**src/rtl/roic_sync_stream_gen.sv**
```systemverilog
// rtl/roic_sync_stream_gen.sv - fixed-rate ROIC word stream source: sync header, channel words, idle gap
module roic_sync_stream_gen #(
    parameter int          NUM_CH   = 256,
    parameter int          HDR_LEN  = 4,
    parameter int          GAP_LEN  = 8,
    parameter logic [7:0]  DATA_TAG = 8'h00
) (
    input  logic        clk,
    input  logic        rst,
    input  logic        start,
    input  logic        hdr_sel,
    input  logic [15:0] sample_data,
    input  logic        sample_valid,
    output logic        sample_ready,
    output logic [23:0] tx_data,
    output logic        frame_busy,
    output logic        frame_done,
    output logic        underrun,
    output logic [15:0] frame_cnt
);

    localparam int MAX_LEN_A = (NUM_CH > GAP_LEN) ? NUM_CH : GAP_LEN;
    localparam int MAX_LEN   = (MAX_LEN_A > HDR_LEN) ? MAX_LEN_A : HDR_LEN;
    localparam int CW        = (MAX_LEN > 1) ? $clog2(MAX_LEN) : 1;

    localparam logic [CW-1:0] HDR_LAST  = CW'(HDR_LEN - 1);
    localparam logic [CW-1:0] DATA_LAST = CW'(NUM_CH - 1);
    localparam logic [CW-1:0] GAP_LAST  = CW'(GAP_LEN - 1);
    localparam logic [23:0]   IDLE_WORD = {16'h0000, DATA_TAG};
    localparam logic [7:0]    HDR_B8    = 8'hB8;
    localparam logic [7:0]    HDR_F8    = 8'hF8;

    // A tag equal to a sync byte would let channel/idle words mimic the header.
    generate
        if (DATA_TAG == 8'hB8 || DATA_TAG == 8'hF8) begin : g_bad_tag
            $error("roic_sync_stream_gen: DATA_TAG must not be 8'hB8 or 8'hF8");
        end
        if (NUM_CH < 2 || NUM_CH > 4096) begin : g_bad_num_ch
            $error("roic_sync_stream_gen: NUM_CH out of range 2..4096");
        end
        if (HDR_LEN < 1 || HDR_LEN > 15) begin : g_bad_hdr_len
            $error("roic_sync_stream_gen: HDR_LEN out of range 1..15");
        end
        if (GAP_LEN < 1 || GAP_LEN > 255) begin : g_bad_gap_len
            $error("roic_sync_stream_gen: GAP_LEN out of range 1..255");
        end
    endgenerate

    typedef enum logic [1:0] {
        ST_IDLE   = 2'd0,
        ST_HEADER = 2'd1,
        ST_DATA   = 2'd2,
        ST_GAP    = 2'd3
    } state_t;

    state_t        state;
    logic [CW-1:0] word_cnt;
    logic [7:0]    hdr_byte;
    logic          pending;

    always_ff @(posedge clk or posedge rst) begin
        if (rst) begin
            state        <= ST_IDLE;
            word_cnt     <= '0;
            hdr_byte     <= HDR_B8;
            pending      <= 1'b0;
            tx_data      <= IDLE_WORD;
            sample_ready <= 1'b0;
            frame_busy   <= 1'b0;
            frame_done   <= 1'b0;
            underrun     <= 1'b0;
            frame_cnt    <= 16'h0000;
        end else begin
            frame_done <= 1'b0;
            case (state)
                ST_IDLE: begin
                    tx_data <= IDLE_WORD;
                    pending <= 1'b0;
                    if (start) begin
                        state      <= ST_HEADER;
                        word_cnt   <= '0;
                        hdr_byte   <= hdr_sel ? HDR_F8 : HDR_B8;
                        frame_busy <= 1'b1;
                        underrun   <= 1'b0;
                    end
                end

                ST_HEADER: begin
                    tx_data <= {frame_cnt, hdr_byte};
                    if (start) begin
                        pending <= 1'b1;
                    end
                    if (word_cnt == HDR_LAST) begin
                        state        <= ST_DATA;
                        word_cnt     <= '0;
                        sample_ready <= 1'b1;
                    end else begin
                        word_cnt <= word_cnt + 1'b1;
                    end
                end

                ST_DATA: begin
                    // The slot is spent even without a sample so frame length never varies.
                    if (sample_valid) begin
                        tx_data <= {sample_data, DATA_TAG};
                    end else begin
                        tx_data  <= IDLE_WORD;
                        underrun <= 1'b1;
                    end
                    if (start) begin
                        pending <= 1'b1;
                    end
                    if (word_cnt == DATA_LAST) begin
                        state        <= ST_GAP;
                        word_cnt     <= '0;
                        sample_ready <= 1'b0;
                    end else begin
                        word_cnt <= word_cnt + 1'b1;
                    end
                end

                ST_GAP: begin
                    tx_data <= IDLE_WORD;
                    if (word_cnt == '0) begin
                        frame_done <= 1'b1;
                        frame_cnt  <= frame_cnt + 16'd1;
                    end
                    if (word_cnt == GAP_LAST) begin
                        word_cnt <= '0;
                        pending  <= 1'b0;
                        // A start in this last cycle counts as pending rather than being dropped.
                        if (pending || start) begin
                            state    <= ST_HEADER;
                            hdr_byte <= hdr_sel ? HDR_F8 : HDR_B8;
                            underrun <= 1'b0;
                        end else begin
                            state      <= ST_IDLE;
                            frame_busy <= 1'b0;
                        end
                    end else begin
                        word_cnt <= word_cnt + 1'b1;
                        if (start) begin
                            pending <= 1'b1;
                        end
                    end
                end

                default: begin
                    state        <= ST_IDLE;
                    word_cnt     <= '0;
                    tx_data      <= IDLE_WORD;
                    sample_ready <= 1'b0;
                    frame_busy   <= 1'b0;
                end
            endcase
        end
    end

endmodule

```
**config.mk**
```make
export PLATFORM = sky130hd
export DESIGN_NAME = roic_sync_stream_gen
export DESIGN_NICKNAME = d
export VERILOG_FILES = /design/src/rtl/roic_sync_stream_gen.sv
export SDC_FILE = /design/constraint.sdc
export NUM_CORES = 1
export LEC_CHECK = 0
export CORE_MARGIN = 2
export CORE_UTILIZATION = 39
export CTS_BUF_LIST = sky130_fd_sc_hd__clkbuf_4 sky130_fd_sc_hd__clkbuf_8
export DETAILED_ROUTE_END_ITERATION = 10
export PLACE_DENSITY_LB_ADDON = 0.2
export SLEW_MARGIN = 20
export SYNTH_ARGS = -nofsm -noshare
export SYNTH_HDL_FRONTEND = slang
export SYNTH_SLANG_ARGS = --single-unit
```
**constraint.sdc**
```tcl
create_clock -name clk -period 1.9 [get_ports clk]
set_input_delay 0.285 -clock clk [delete_from_list [all_inputs] [get_ports clk]]
set_output_delay 0.285 -clock clk [all_outputs]
set_load 0.005 [all_outputs]
```
==> metrics.yaml <==
worst_setup_path_endpoint: "word_cnt[2]"
finalHoldWorstSlack_ns: 0.318
min-delay-path-class: "in -> async"
overall_die_height_um: 82.1
yosys_warnings: 0
number_of_synthesized_flops_with_an_enable_pin: 0
cp-end-kind: "register"
number_of_port_buffers: 61
cp_cell_sequence: "or3_4, o41ai_4, buf_4, nand3b_1, a32o_1"
die_w_um: 82.1
layout_commonest_cell: "sky130_fd_sc_hd__clkdlybuf4s50_1"
tightest_slew_ns: 0.719
pwr_density_nw_per_um2: 1170
seq_area_frac_synth_pct: 52.6
critical_path.max_fanout: 6
rsz0062_at_grt: "no"
design.portCount: 65
post_route_cells_drive_above_1_share_pct: 13.8
detailroute.wirelength.met2_mm: 2.59
grt_max_degree: 51
grt_pass1_vias: 1803
clk-insertion-delay-late_ns: 0.31
drc_errors: 0
clockBufferDepth: 2
numClockSinks: 50
timing.fmax_mhz: 559
dpl_cell_area_um2: 3100
critical_path.reg2reg.endpoint: "word_cnt[2]"
final_min_period_over_clock_period_pct: 94.2
h-tree-depth: 2
ctsHoldBuffers: 0
yosysUniqueCellTypes: 42
layout.cell_area.non_filler_um2: 3250
arrival_ns: 1.99
final_hold_viol_count: 0
cts_root_buf: "sky130_fd_sc_hd__clkbuf_8"
die-area_um2: 6740
postSynthCellCount: 211
critPathRequiredTime_ns: 2.10
clkTransAtPathRegs_ns: 0.09
timing.critical_path.slowest_cell_delay_ns: 0.49
wl_mm: 5.39
gp_routability_congestion: 0.822
timing_max_transition_violations_final: 0
drt_iter0_drc: 121
synthFlopType: "sky130_fd_sc_hd__dfrtp_1"
insertedDiodeCount: 0
met1Wirelength_mm: 2.50
floorplan.rows: 28
tritoncts_clock_tree: "done"
critical_path_class: "reg -> reg"
irDropWorstVdd_mv: 0.507
ys_ff_latch: 50
synth.avg_cell_area_um2: 11.3
antenna_violations_before_repair: 0
finalWorstPathRequiredPeriod_ns: 1.79
async_sr_flop_fraction_pct: 100
drt.antenna.violating_nets: 0
worstRegToRegCells: 5
power.static_leakage_uw: 0.00145
first_pass_iters: 4
cts_buffers: 5
report.final.setup_viol: 0
start_util_pct: 40.2
critical_path.reg2reg.startpoint: "word_cnt[5]"
grt_pass1_wl_mm: 8.76
synthToLayoutAreaGrowth_pct: 36.8
globalRoute.totalOverflow: 0
timing.critical_path.max_delay_family: "compound AO/OA/AOI/OAI gates"
crit_path_top_delay_cell: "sky130_fd_sc_hd__dfrtp_1"
syn-cell-area_um2: 2380
n_fill_cell: 504
placement.setup.worst_slack_ns: -0.0454
drt-vias-per-instance: 5.20
worstSetupStartpointType: "register"
core-area_um2: 5920
highest_layer: "met4"
post-route-worst-setup-slack_ns: 0.110
globalRouteTotalUtil_pct: 17.4
wp_depth: 5
drv.max_cap_violation_count: 0
critical_path_buf_inv_count: 1
layout.cells.most_common_list: "sky130_fd_sc_hd__clkdlybuf4s50_1, sky130_fd_sc_hd__dfrtp_1, sky130_fd_sc_hd__buf_4"
run_status: "finished, final reports clean"
maxSlewHeadroom_pct: 52.0
dpl.hpwl_mm: 3.86
met3_length_um: 229
fin_nets: 310
finalClockSkew_ns: 0.0109
routed-via-count: 1860
p_total_uw: 3820
routed_wire_length_per_instance_um: 15.0
r2r_setup_slk_ns: 0.11
worstSetupStartpoint: "word_cnt[5]"
==> layout make-up <==
type                    instances  area (um^2)  share of cell area (%)
flip-flops and latches         50         1250                    38.5
multi-input cells             134         1010                    30.9
repair buffers                 79          758                    23.3
well taps                      75         93.8                    2.88
clock buffers                   6         82.6                    2.54
inverters                      12         45.0                    1.38
clock inverters                 2         16.3                   0.500
==> worst min path at each step <==
stage,startpoint,to,depth (start not counted)
2_1_floorplan,sample_data[15],tx_data[23],1
3_3_place_gp,hdr_byte[6],tx_data[6],1
3_5_place_dp,hdr_byte[6],tx_data[6],1
4_1_cts,rst,tx_data[21],3
5_1_grt,rst,word_cnt[2],3
6_report,rst,word_cnt[2],3
==> state kept, by name (all words and copies together) (netlist names) <==
signal        count
frame_busy        1
underrun          1
tx_data          18
state             2
word_cnt          8
frame_done        1
hdr_byte          1
frame_cnt        16
sample_ready      1
pending           1
==> what timing repair did <==
| action | 4_1_cts | 5_1_grt |
|---|---|---|
| pin swaps | 2 | 1 |
| resized for setup | 1 | 6 |
| setup buffers | 1 | 2 |
| endpoints found under the setup margin | 4 | 18 |
| endpoints found under the hold margin | 0 | 0 |
==> cell usage after synthesis, types with 2 or more instances <==
cell type	n	area, um^2
sky130_fd_sc_hd__buf_4	7	52.6
sky130_fd_sc_hd__and2_1	4	25.0
sky130_fd_sc_hd__nand2_1	12	45.0
sky130_fd_sc_hd__nor2_1	11	41.3
sky130_fd_sc_hd__nor2b_1	2	12.5
sky130_fd_sc_hd__and3_1	2	12.5
sky130_fd_sc_hd__a21oi_1	3	15.0
sky130_fd_sc_hd__a22o_1	16	140
sky130_fd_sc_hd__a32oi_1	2	17.5
sky130_fd_sc_hd__nand4_1	8	50.1
sky130_fd_sc_hd__ha_1	7	87.6
sky130_fd_sc_hd__nor3_1	5	25.0
sky130_fd_sc_hd__and4_1	2	17.5
sky130_fd_sc_hd__buf_6	3	33.8
sky130_fd_sc_hd__inv_1	12	45.0
sky130_fd_sc_hd__dfrtp_1	50	1250
sky130_fd_sc_hd__mux2_2	2	22.5
sky130_fd_sc_hd__o31ai_1	6	45.0
sky130_fd_sc_hd__xnor2_1	8	70.1
sky130_fd_sc_hd__xor2_1	13	114
sky130_fd_sc_hd__clkbuf_1	6	22.5
sky130_fd_sc_hd__a31oi_1	3	18.8
sky130_fd_sc_hd__nand3_1	8	40.0
==> kinds of logic (layout without fill, tap and decap cells) <==
logic type,count (synthesis),in the layout,synth area share (%)
AOI/OAI and AO/OA,40,40,14.3
and+or+nand+nor,60,60,13.4
adders and majority gates,7,7,3.68
DFF,50,50,52.6
muxes,3,3,1.37
other,1,3,0.158
xor gates and xnor gates,21,21,7.74
buffers and inverters,29,99,6.68
==> where the power goes <==
group	internal [uW]	leakage [uW]	switching (uW)
registers	1300	0.000669	175
logic	919	0.000735	749
clock network	300	0.0000478	373
==> worst min-delay path, cell delays in order <==
cell	delay [ns]
sky130_fd_sc_hd__clkdlybuf4s50_1	0.41
sky130_fd_sc_hd__inv_2	0.07
sky130_fd_sc_hd__buf_12	0.24
==> per-layer routing <==
layer / track usage [%] / vias to the layer above
li1: - / 878
met1: 23.1 / 924
met2: 27.9 / 53
met3: 2.86 / 5
met4: 7.67 / 0
met5: 0 / -
==> stage by stage <==
step,TNS (ns),util (%),cells
2_1_floorplan,0,-,213
3_3_place_gp,0,52.4,347
3_5_place_dp,-0.0654,52.4,347
4_1_cts,0,54.3,356
5_1_grt,0,54.9,358
6_report,0,54.9,358
Power figures use the tool's default switching activity.
